## src/rtl/hdmi_pkg.sv

```systemverilog
// Shared types and constants for the HDMI TMDS period scheduler.
package hdmi_pkg;

    typedef enum logic [2:0] {
        CTRL    = 3'd0,
        VID_PRE = 3'd1,
        VID_GB  = 3'd2,
        VIDEO   = 3'd3,
        DI_PRE  = 3'd4,
        DI_GBL  = 3'd5,
        DI_DATA = 3'd6,
        DI_GBT  = 3'd7
    } period_t;

    localparam logic [3:0] CTL_VID_PRE = 4'b0001;
    localparam logic [3:0] CTL_DI_PRE  = 4'b0101;
    localparam int         PRE_LEN     = 8;
    localparam int         GB_LEN      = 2;
    localparam int         PKT_LEN     = 32;
    localparam int         CTRL_MIN    = 12;

    // CTL bits are only non-zero during the two preamble periods.
    function automatic logic [3:0] ctl_for(input period_t p);
        logic [3:0] c;
        case (p)
            VID_PRE: c = CTL_VID_PRE;
            DI_PRE:  c = CTL_DI_PRE;
            default: c = 4'b0000;
        endcase
        return c;
    endfunction

endpackage

```

## src/rtl/hdmi_period_sched.sv

```systemverilog
// Per-pixel TMDS period sequencer: video timing decode plus data-island
// FSM with a packet-source handshake placing packets in horizontal blanking.
module hdmi_period_sched
    import hdmi_pkg::*;
#(
    parameter int FRAME_WIDTH   = 800,
    parameter int FRAME_HEIGHT  = 525,
    parameter int SCREEN_WIDTH  = 640,
    parameter int SCREEN_HEIGHT = 480,
    parameter int DI_START      = 648,
    parameter int MAX_PKTS      = 2
) (
    input  logic       pxl_clk,
    input  logic       rst,
    input  logic [9:0] x,
    input  logic [9:0] y,
    input  logic       pkt_valid,
    output logic       pkt_done,
    output logic [2:0] period,
    output logic [3:0] ctl,
    output logic [4:0] di_word
);

    if ((DI_START + 2 * CTRL_MIN + PKT_LEN * MAX_PKTS > FRAME_WIDTH - 10) ||
        (DI_START < SCREEN_WIDTH) || (MAX_PKTS < 1) || (MAX_PKTS > 2)) begin : g_cfg_bad
        $error("hdmi_period_sched: data island does not fit in horizontal blanking");
    end

    localparam logic [9:0]  L_SW      = 10'(SCREEN_WIDTH);
    localparam logic [9:0]  L_SH      = 10'(SCREEN_HEIGHT);
    localparam logic [10:0] L_SH_W    = 11'(SCREEN_HEIGHT);
    localparam logic [9:0]  L_Y_LAST  = 10'(FRAME_HEIGHT - 1);
    localparam logic [9:0]  L_VP_LO   = 10'(FRAME_WIDTH - 10);
    localparam logic [9:0]  L_VP_HI   = 10'(FRAME_WIDTH - 3);
    localparam logic [9:0]  L_GB_LO   = 10'(FRAME_WIDTH - 2);
    localparam logic [9:0]  L_DI      = 10'(DI_START);
    localparam logic [4:0]  L_PRE_END = 5'(PRE_LEN - 1);
    localparam logic [4:0]  L_GB_END  = 5'(GB_LEN - 1);
    localparam logic [4:0]  L_PKT_END = 5'(PKT_LEN - 1);
    localparam logic [1:0]  L_MAXP    = 2'(MAX_PKTS);

    period_t     r_period;
    logic [4:0]  r_cnt;
    logic [1:0]  r_pkts;
    logic [3:0]  r_ctl;
    logic [4:0]  r_di_word;
    logic        r_pkt_done;

    logic [10:0] w_y_inc;
    logic        w_next_active;
    period_t     w_idle_period;
    period_t     w_next_period;
    logic [4:0]  w_next_cnt;
    logic [1:0]  w_next_pkts;

    // Period chosen from x/y alone while no data island is in flight.
    always_comb begin
        w_y_inc       = {1'b0, y} + 11'd1;
        w_next_active = (y == L_Y_LAST) ? 1'b1 : (w_y_inc < L_SH_W);
        w_idle_period = CTRL;
        if ((x < L_SW) && (y < L_SH)) begin
            w_idle_period = VIDEO;
        end else if ((x >= L_VP_LO) && (x <= L_VP_HI) && w_next_active) begin
            w_idle_period = VID_PRE;
        end else if ((x >= L_GB_LO) && w_next_active) begin
            w_idle_period = VID_GB;
        end else if ((x == L_DI) && pkt_valid) begin
            w_idle_period = DI_PRE;
        end else begin
            w_idle_period = CTRL;
        end
    end

    // Next-state and phase counter for the period FSM.
    always_comb begin
        w_next_period = r_period;
        w_next_cnt    = r_cnt;
        w_next_pkts   = r_pkts;
        case (r_period)
            DI_PRE: begin
                if (r_cnt == L_PRE_END) begin
                    w_next_period = DI_GBL;
                    w_next_cnt    = 5'd0;
                end else begin
                    w_next_cnt    = r_cnt + 5'd1;
                end
            end
            DI_GBL: begin
                if (r_cnt == L_GB_END) begin
                    w_next_period = DI_DATA;
                    w_next_cnt    = 5'd0;
                end else begin
                    w_next_cnt    = r_cnt + 5'd1;
                end
            end
            DI_DATA: begin
                // r_pkts counts packets completed before the one now ending.
                if (r_cnt == L_PKT_END) begin
                    w_next_cnt  = 5'd0;
                    w_next_pkts = r_pkts + 2'd1;
                    if (pkt_valid && ((r_pkts + 2'd1) < L_MAXP)) begin
                        w_next_period = DI_DATA;
                    end else begin
                        w_next_period = DI_GBT;
                    end
                end else begin
                    w_next_cnt = r_cnt + 5'd1;
                end
            end
            DI_GBT: begin
                if (r_cnt == L_GB_END) begin
                    w_next_period = w_idle_period;
                    w_next_cnt    = 5'd0;
                end else begin
                    w_next_cnt    = r_cnt + 5'd1;
                end
            end
            default: begin
                w_next_period = w_idle_period;
                w_next_cnt    = 5'd0;
            end
        endcase
        if (w_next_period == CTRL) begin
            w_next_pkts = 2'd0;
        end else begin
            w_next_pkts = w_next_pkts;
        end
    end

    // State and registered outputs.
    always_ff @(posedge pxl_clk) begin
        if (!rst) begin
            r_period   <= CTRL;
            r_cnt      <= 5'd0;
            r_pkts     <= 2'd0;
            r_ctl      <= 4'b0000;
            r_di_word  <= 5'd0;
            r_pkt_done <= 1'b0;
        end else begin
            r_period   <= w_next_period;
            r_cnt      <= w_next_cnt;
            r_pkts     <= w_next_pkts;
            r_ctl      <= ctl_for(w_next_period);
            r_di_word  <= (w_next_period == DI_DATA) ? w_next_cnt : 5'd0;
            r_pkt_done <= (w_next_period == DI_DATA) && (w_next_cnt == L_PKT_END);
        end
    end

    assign period   = r_period;
    assign ctl      = r_ctl;
    assign di_word  = r_di_word;
    assign pkt_done = r_pkt_done;

endmodule
```

## config.mk

```make
export PLATFORM = sky130hd
export DESIGN_NAME = hdmi_period_sched
export DESIGN_NICKNAME = d
export VERILOG_FILES = /design/src/rtl/hdmi_pkg.sv /design/src/rtl/hdmi_period_sched.sv
export SDC_FILE = /design/constraint.sdc
export NUM_CORES = 1
export LEC_CHECK = 0
export ABC_CLOCK_PERIOD_IN_PS = 2800
export CAP_MARGIN = 40
export CORE_UTILIZATION = 44
export DETAILED_ROUTE_END_ITERATION = 10
export PLACE_DENSITY = 0.82
export SETUP_SLACK_MARGIN = 0.2
export SYNTH_ARGS = -nofsm -noshare
export SYNTH_HDL_FRONTEND = slang
export SYNTH_SLANG_ARGS = --single-unit
```

## constraint.sdc

```tcl
create_clock -name pxl_clk -period 2.8 [get_ports pxl_clk]
set_input_delay 0.56 -clock pxl_clk [delete_from_list [all_inputs] [get_ports pxl_clk]]
set_output_delay 0.56 -clock pxl_clk [all_outputs]
set_load 0.1 [all_outputs]
```

# ---- Word level (Yosys, flattened, before mapping)
# Cells that the tools add are included.
dict set report totals {
  regBits 20
  output_inout_bits 13
  inputBits 23
  elab_cells 58
}
dict set report op_classes {
  eq_ne 13
  bitwise 1
  n_reduce_logical 12
  muxes 16
  addsub 3
  magnitude_cmp 7
}
# operator count
set op_table {}
lappend op_table {{3-bit 2-to-1 mux} 8}
lappend op_table {{10-bit equality test (second input constant)} 2}
lappend op_table {{10-bit >= comparator (second input constant)} 2}
lappend op_table {{3-bit equality test (second input constant)} 6}
lappend op_table {{5-bit 2-to-1 mux} 3}
lappend op_table {{5-bit case mux with 3 select lines} 1}
lappend op_table {{3-bit case mux with 4 select lines} 1}
lappend op_table {{10-bit by 1-bit adder with 11-bit output (second input constant)} 1}
lappend op_table {{11-bit by 9-bit < comparator with 1-bit output (second input constant)} 1}
lappend op_table {{5-bit equality test (second input constant)} 2}
lappend op_table {{10-bit less-or-equal comparator (second input constant)} 1}
lappend op_table {{10-bit < comparator (second input constant)} 1}
lappend op_table {{10-bit by 9-bit < comparator with 1-bit output (second input constant)} 1}
lappend op_table {{1-bit logical AND} 7}
lappend op_table {{3-bit case mux with 2 select lines} 1}
lappend op_table {{5-bit by 1-bit adder with 5-bit output (second input constant)} 1}
lappend op_table {{5-bit by 1-bit equality test with 1-bit output (second input constant)} 1}
lappend op_table {{5-bit by 3-bit equality test with 1-bit output (second input constant)} 1}
lappend op_table {{2-bit AND reduction} 2}
lappend op_table {{2-bit OR reduction} 2}
lappend op_table {{3-bit by 1-bit equality test with 1-bit output (second input constant)} 1}
lappend op_table {{3-bit zero test} 1}
lappend op_table {{2-bit by 1-bit adder with 2-bit output (second input constant)} 1}
lappend op_table {{2-bit < comparator (second input constant)} 1}
lappend op_table {{2 further kinds} 3}

# ---- Depth between registers and ports, before layout
dict set report logic_depth {
  word_depth 11
  depth_mapped 9
  mapped_depth_nobuf 8
}

# ---- Worst setup path after synthesis
# Ideal clock, no wire load.
dict set report synth_timing {
  path_kind {register to register}
  start {register r_period[0], in the netlist period[0]}
  end {register r_di_word[4], in the netlist di_word[4]}
  n_path_buf 1
  stages_incl_launch_ff 7
  t_required_ns 2.696
  synth_period_minus_slack_ns 2.509
  arrival_ns 2.405
  setup_ns 0.104
  slack_ns 0.291
  path_cell_list {dfxtp_1 -> nand4b_1 -> a21oi_1 -> or2_4 -> or3_4 -> buf_6 -> a2111oi_2}
}
dict set report synth_via {
  elab_chain_len 4
  elab_cells_between_ends 13
  classes_between {5 x eq/ne; 6 x mux; 2 x reduce/logical}
}
# element line
set synth_lines {}
lappend synth_lines {{start: declaration} hdmi_period_sched.sv:42} ;# period_t r_period;
lappend synth_lines {{start signal: assignment} hdmi_period_sched.sv:140} ;# r_period <= w_next_period;
lappend synth_lines {{3-bit equality test, or another cell as far along} hdmi_period_sched.sv:79} ;# case (r_period)
lappend synth_lines {{3-bit case mux with 4 select lines} hdmi_period_sched.sv:79}
lappend synth_lines {{3-bit equality test} hdmi_period_sched.sv:144} ;# r_di_word <= (w_next_period == DI_DATA) ? w_next_cnt : 5'd0;
lappend synth_lines {{2-bit AND reduction (no source line)} --}
lappend synth_lines {{end signal: assignment} hdmi_period_sched.sv:144}
lappend synth_lines {{end: declaration} hdmi_period_sched.sv:46} ;# logic [4:0] r_di_word;
# Several ways; a longest one is shown, not always the timed one.
# A chain may end at the register's enable or synchronous reset.

# ---- Worst setup path after layout
dict set report layout_timing {
  start {register r_cnt[0]}
  end {register r_pkt_done, in the netlist pkt_done}
}
dict set report layout_via {
  elab_chain_len 5
  elab_cells_between_ends 16
  classes_between {1 x add/sub; 5 x eq/ne; 9 x mux; 1 x reduce/logical}
}
# element line
set layout_lines {}
lappend layout_lines {{start: declaration} hdmi_period_sched.sv:43} ;# logic [4:0] r_cnt;
lappend layout_lines {{start signal: assignment} hdmi_period_sched.sv:141} ;# r_cnt <= w_next_cnt;
lappend layout_lines {{5-bit by 1-bit adder with 5-bit output, or another cell as far along} --}
lappend layout_lines {{5-bit 2-to-1 mux, or another cell as far along} {hdmi_period_sched.sv:89, hdmi_period_sched.sv:111}}
lappend layout_lines {{5-bit case mux with 3 select lines or 3-bit case mux with 4 select lines (tied branches)} hdmi_period_sched.sv:79}
lappend layout_lines {{5-bit equality test or 3-bit equality test (tied branches)} hdmi_period_sched.sv:145} ;# r_pkt_done <= (w_next_period == DI_DATA) && (w_next_cnt == L_PKT_END);
lappend layout_lines {{1-bit logical AND *} hdmi_period_sched.sv:145}
lappend layout_lines {{end signal: assignment} hdmi_period_sched.sv:145}
lappend layout_lines {{end: declaration} hdmi_period_sched.sv:47} ;# logic r_pkt_done;
# Mark *: on every way between the ends. The rest lies on a longest branch, timed or not.

==> reports/qor.yml <==
synthesis:
  yosysMostFrequentCell: "dfxtp_1"
  ys_ff_latch: 18
  synth_common_cells: "18 x dfxtp_1, 9 x inv_1, 9 x nor2_1, 7 x o21ai_0, 6 x a21oi_1"
  synth_largest_area_cell: "dfxtp_1"
  ys_seq_area_frac: 0.355
  synth_cell_types: 42
  syn_area_um2: 1020
  async_flop_share: 0
  syn_inst: 114
  synth_edf_count: 0
  synth_top_area_share: 0.355
  synthFlopType: "dfxtp_1"
  yosys_warnings: 0
  syn_area_per_cell_um2: 8.91
  synthTopCellsByArea: "dfxtp_1 35%, a2111oi_2 4.4%, xnor2_1 4.3%, ha_1 3.7%, o21ai_0 3.4%"
clock_network:
  cts.clk_slew.worst_paths_ps: 100
  cts_hold_buffers: 0
  cts_root_buf: "clkbuf_4"
  cts_tree: "built"
  clk_latency_ps: 300
  htreeDepth: 1
  cts_max_path_buffers: 2
  cts.sinks: 18
  cts_buffers: 3
power:
  comb_power_share: 0.195
  swShare: 0.270
  ir_worst_vdd_uv: 304
  p_seq_frac: 0.502
  power_frac_clock: 0.303
  power.density_nw_per_um2: 374
  leakage_uw: 0.000545
  p_int_uw: 381
  switchingPower_uw: 141
sta:
  min_period_ps: 2410
  setup_violations: 0
  rsz0062_at_grt: "no"
  hold_viol_final: 0
  finalMaxSlewViolations: 0
  fin_worst_skew_ps: 6.64
  fmaxAchievable_mhz: 415
  period_share: 0.861
  tns_ps: 0
final_layout:
  n_antenna_cell: 0
  synthToLayoutAreaGrowth_pct: 37.3
  seqCellArea_um2: 360
  final_cells: 179
  fin_nets: 178
  final_layout_size_suffix_gt1_frac: 0.172
  fillers: 186
  multiInputGateArea_um2: 612
setup_path:
  slowest_delay_ps: 440
  cp_slowest_cell: "a2111o_1"
  worst_ep_required_time_ps: 3000
  ff2ff_setup_slack_ps: 390
  critPathBufInv: 0
  path_cells: "ha_1, and3_2, ha_1, nand4b_1, a21oi_1, or2_4, a2111o_1, a2111oi_2"
  cp-start-kind: "flop"
  r2r.worst_path.cells: 8
  reg2reg_to: "pkt_done"
  cp_common_cell: "ha_1"
  startpoint: "r_cnt[0]"
  worstPathArrival_ps: 2610
  cp_top_family: "compound AO/OA/AOI/OAI gates"
  critPathKind: "flop to flop"
  end_kind: "flop"
  reg2reg_from: "r_cnt[0]"
  critPathMaxFanout: 8
floorplanning:
  fp.dieW_um: 50.1
  ios: 36
  core-area_um2: 2190
  num_rows: 17
  start_util: 0.464
  die_area_um2: 2510
  die_h_um: 50.1
routing:
  via_per_inst: 5.56
  drt_iter0_markers: 26
  drc: 0
  routedWlPerCell_um: 13.1
  ant_nets: 0
  drt_pre_antenna_iters: 4
  routed_wl_um: 2350
  dr_total_vias: 995
worst_hold_path:
  hold_path.class: "flop to flop"
  whs_path_depth: 2
  hold_start: "r_pkts[1]"
  hold_path_end: "r_pkts[1]"
job:
  drv_cap: 0
run_status:
  status: "finished, final reports clean"
placement:
  place.detailed.hpwl_um: 1940
  port_buffers: 33
  dp_cells: 174
  place_congestion: 0.828
global_route:
  overflow: 0
  grt_max_degree: 11
  grt_pass1_wl_um: 3890
  antenna_found_initial: 0
  track_usage: 0.207
  grt_pass1_vias: 914
worst register-to-register path, cell delays in order, from the launching register on:
cell and delay, ps:
dfxtp_1 360, ha_1 250, and3_2 220, ha_1 210, nand4b_1 170, a21oi_1 60, or2_4 260, a2111o_1 440
a2111oi_2 330
flip-flops by register name, indices dropped and copies added, names as in the netlist:
register	flops
pkt_done	1
period	3
di_word	5
ctl	2
r_cnt	5
r_pkts	2
power groups by stage:
stage	clock, µW	sequential, µW	combinational [µW]
after floorplan	0	284	38.5
after global placement	0	268	97.4
after detailed placement	0	268	99.7
after CTS	164	262	99.9
after global routing	175	262	107
final	158	262	101
cells by family (layout without fill, tap and decap cells):
kind of cell / count (synthesis) / after routing / synth area share
compound gates: 29 / 29 / 0.218
xor+xnor: 6 / 6 / 0.0517
fa+ha+maj: 3 / 3 / 0.0369
buf+inv: 12 / 48 / 0.0591
flops: 18 / 18 / 0.355
other cells: 1 / 2 / 0.00369
simple gates: 45 / 45 / 0.276
per-stage QoR:
step	area (µm²)	util	setup slack (ps)	total power (µW)	hold WS [ps]
floorplan	1020	-	291	323	504
global placement	1340	0.611	281	365	522
global route	1400	0.637	210	545	580
finish	1400	0.637	389	521	554
detailed placement	1340	0.611	151	367	532
CTS	1380	0.628	328	526	563
routing by layer:
layer / vias up / part of all wire / wire (µm) / track usage
met3: 7 / 0.046 / 107 / 0.0617
li1: 498 / - / - / -
met1: 458 / 0.43 / 1010 / 0.231
met2: 32 / 0.51 / 1200 / 0.369
met5: - / 0 / 0 / 0
met4: 0 / 0.011 / 27 / 0.0667
worst max-delay path by stage:
stage                 end  slack, ps  cells past startpoint
2_1_floorplan  di_word[4]        290                      6
5_1_grt        di_word[4]        210                      8
4_1_cts            ctl[2]        330                      8
3_3_place_gp   di_word[4]        280                      6
6_report         pkt_done        390                      8
3_5_place_dp     pkt_done        150                      6
placed cells by master, fill, tap and decap left out, drive strengths merged, types with 2 or more instances in the layout:
master         instances
a2111oi                3
and3                   5
nor4b                  2
nor2                   9
a211oi                 4
nand4                  3
clkbuf                 4
nand2                  4
inv                    9
conb                   2
a21oi                  6
xnor2                  5
and2                   2
clkdlybuf4s50         22
nand3                  4
nor3                   2
dfxtp                 18
buf                   13
ha                     3
o21ai                  7
or3                    5
area by class of cell:
| type | instances | area share |
|---|---|---|
| Sequential cell | 18 | 0.258 |
| Multi-Input combinational cell | 85 | 0.439 |
| Inverter | 9 | 0.0242 |
| Tap cell | 28 | 0.0251 |
| Clock buffer | 4 | 0.0260 |
| Timing Repair Buffer | 35 | 0.228 |
what timing repair did:
item                                    CTS  global route
gates resized for setup                   0             1
hold endpoints to repair                  0             0
setup buffers                             0             1
endpoints found under the setup margin    0             3
Note: power is estimated with default switching activity, not from simulation.
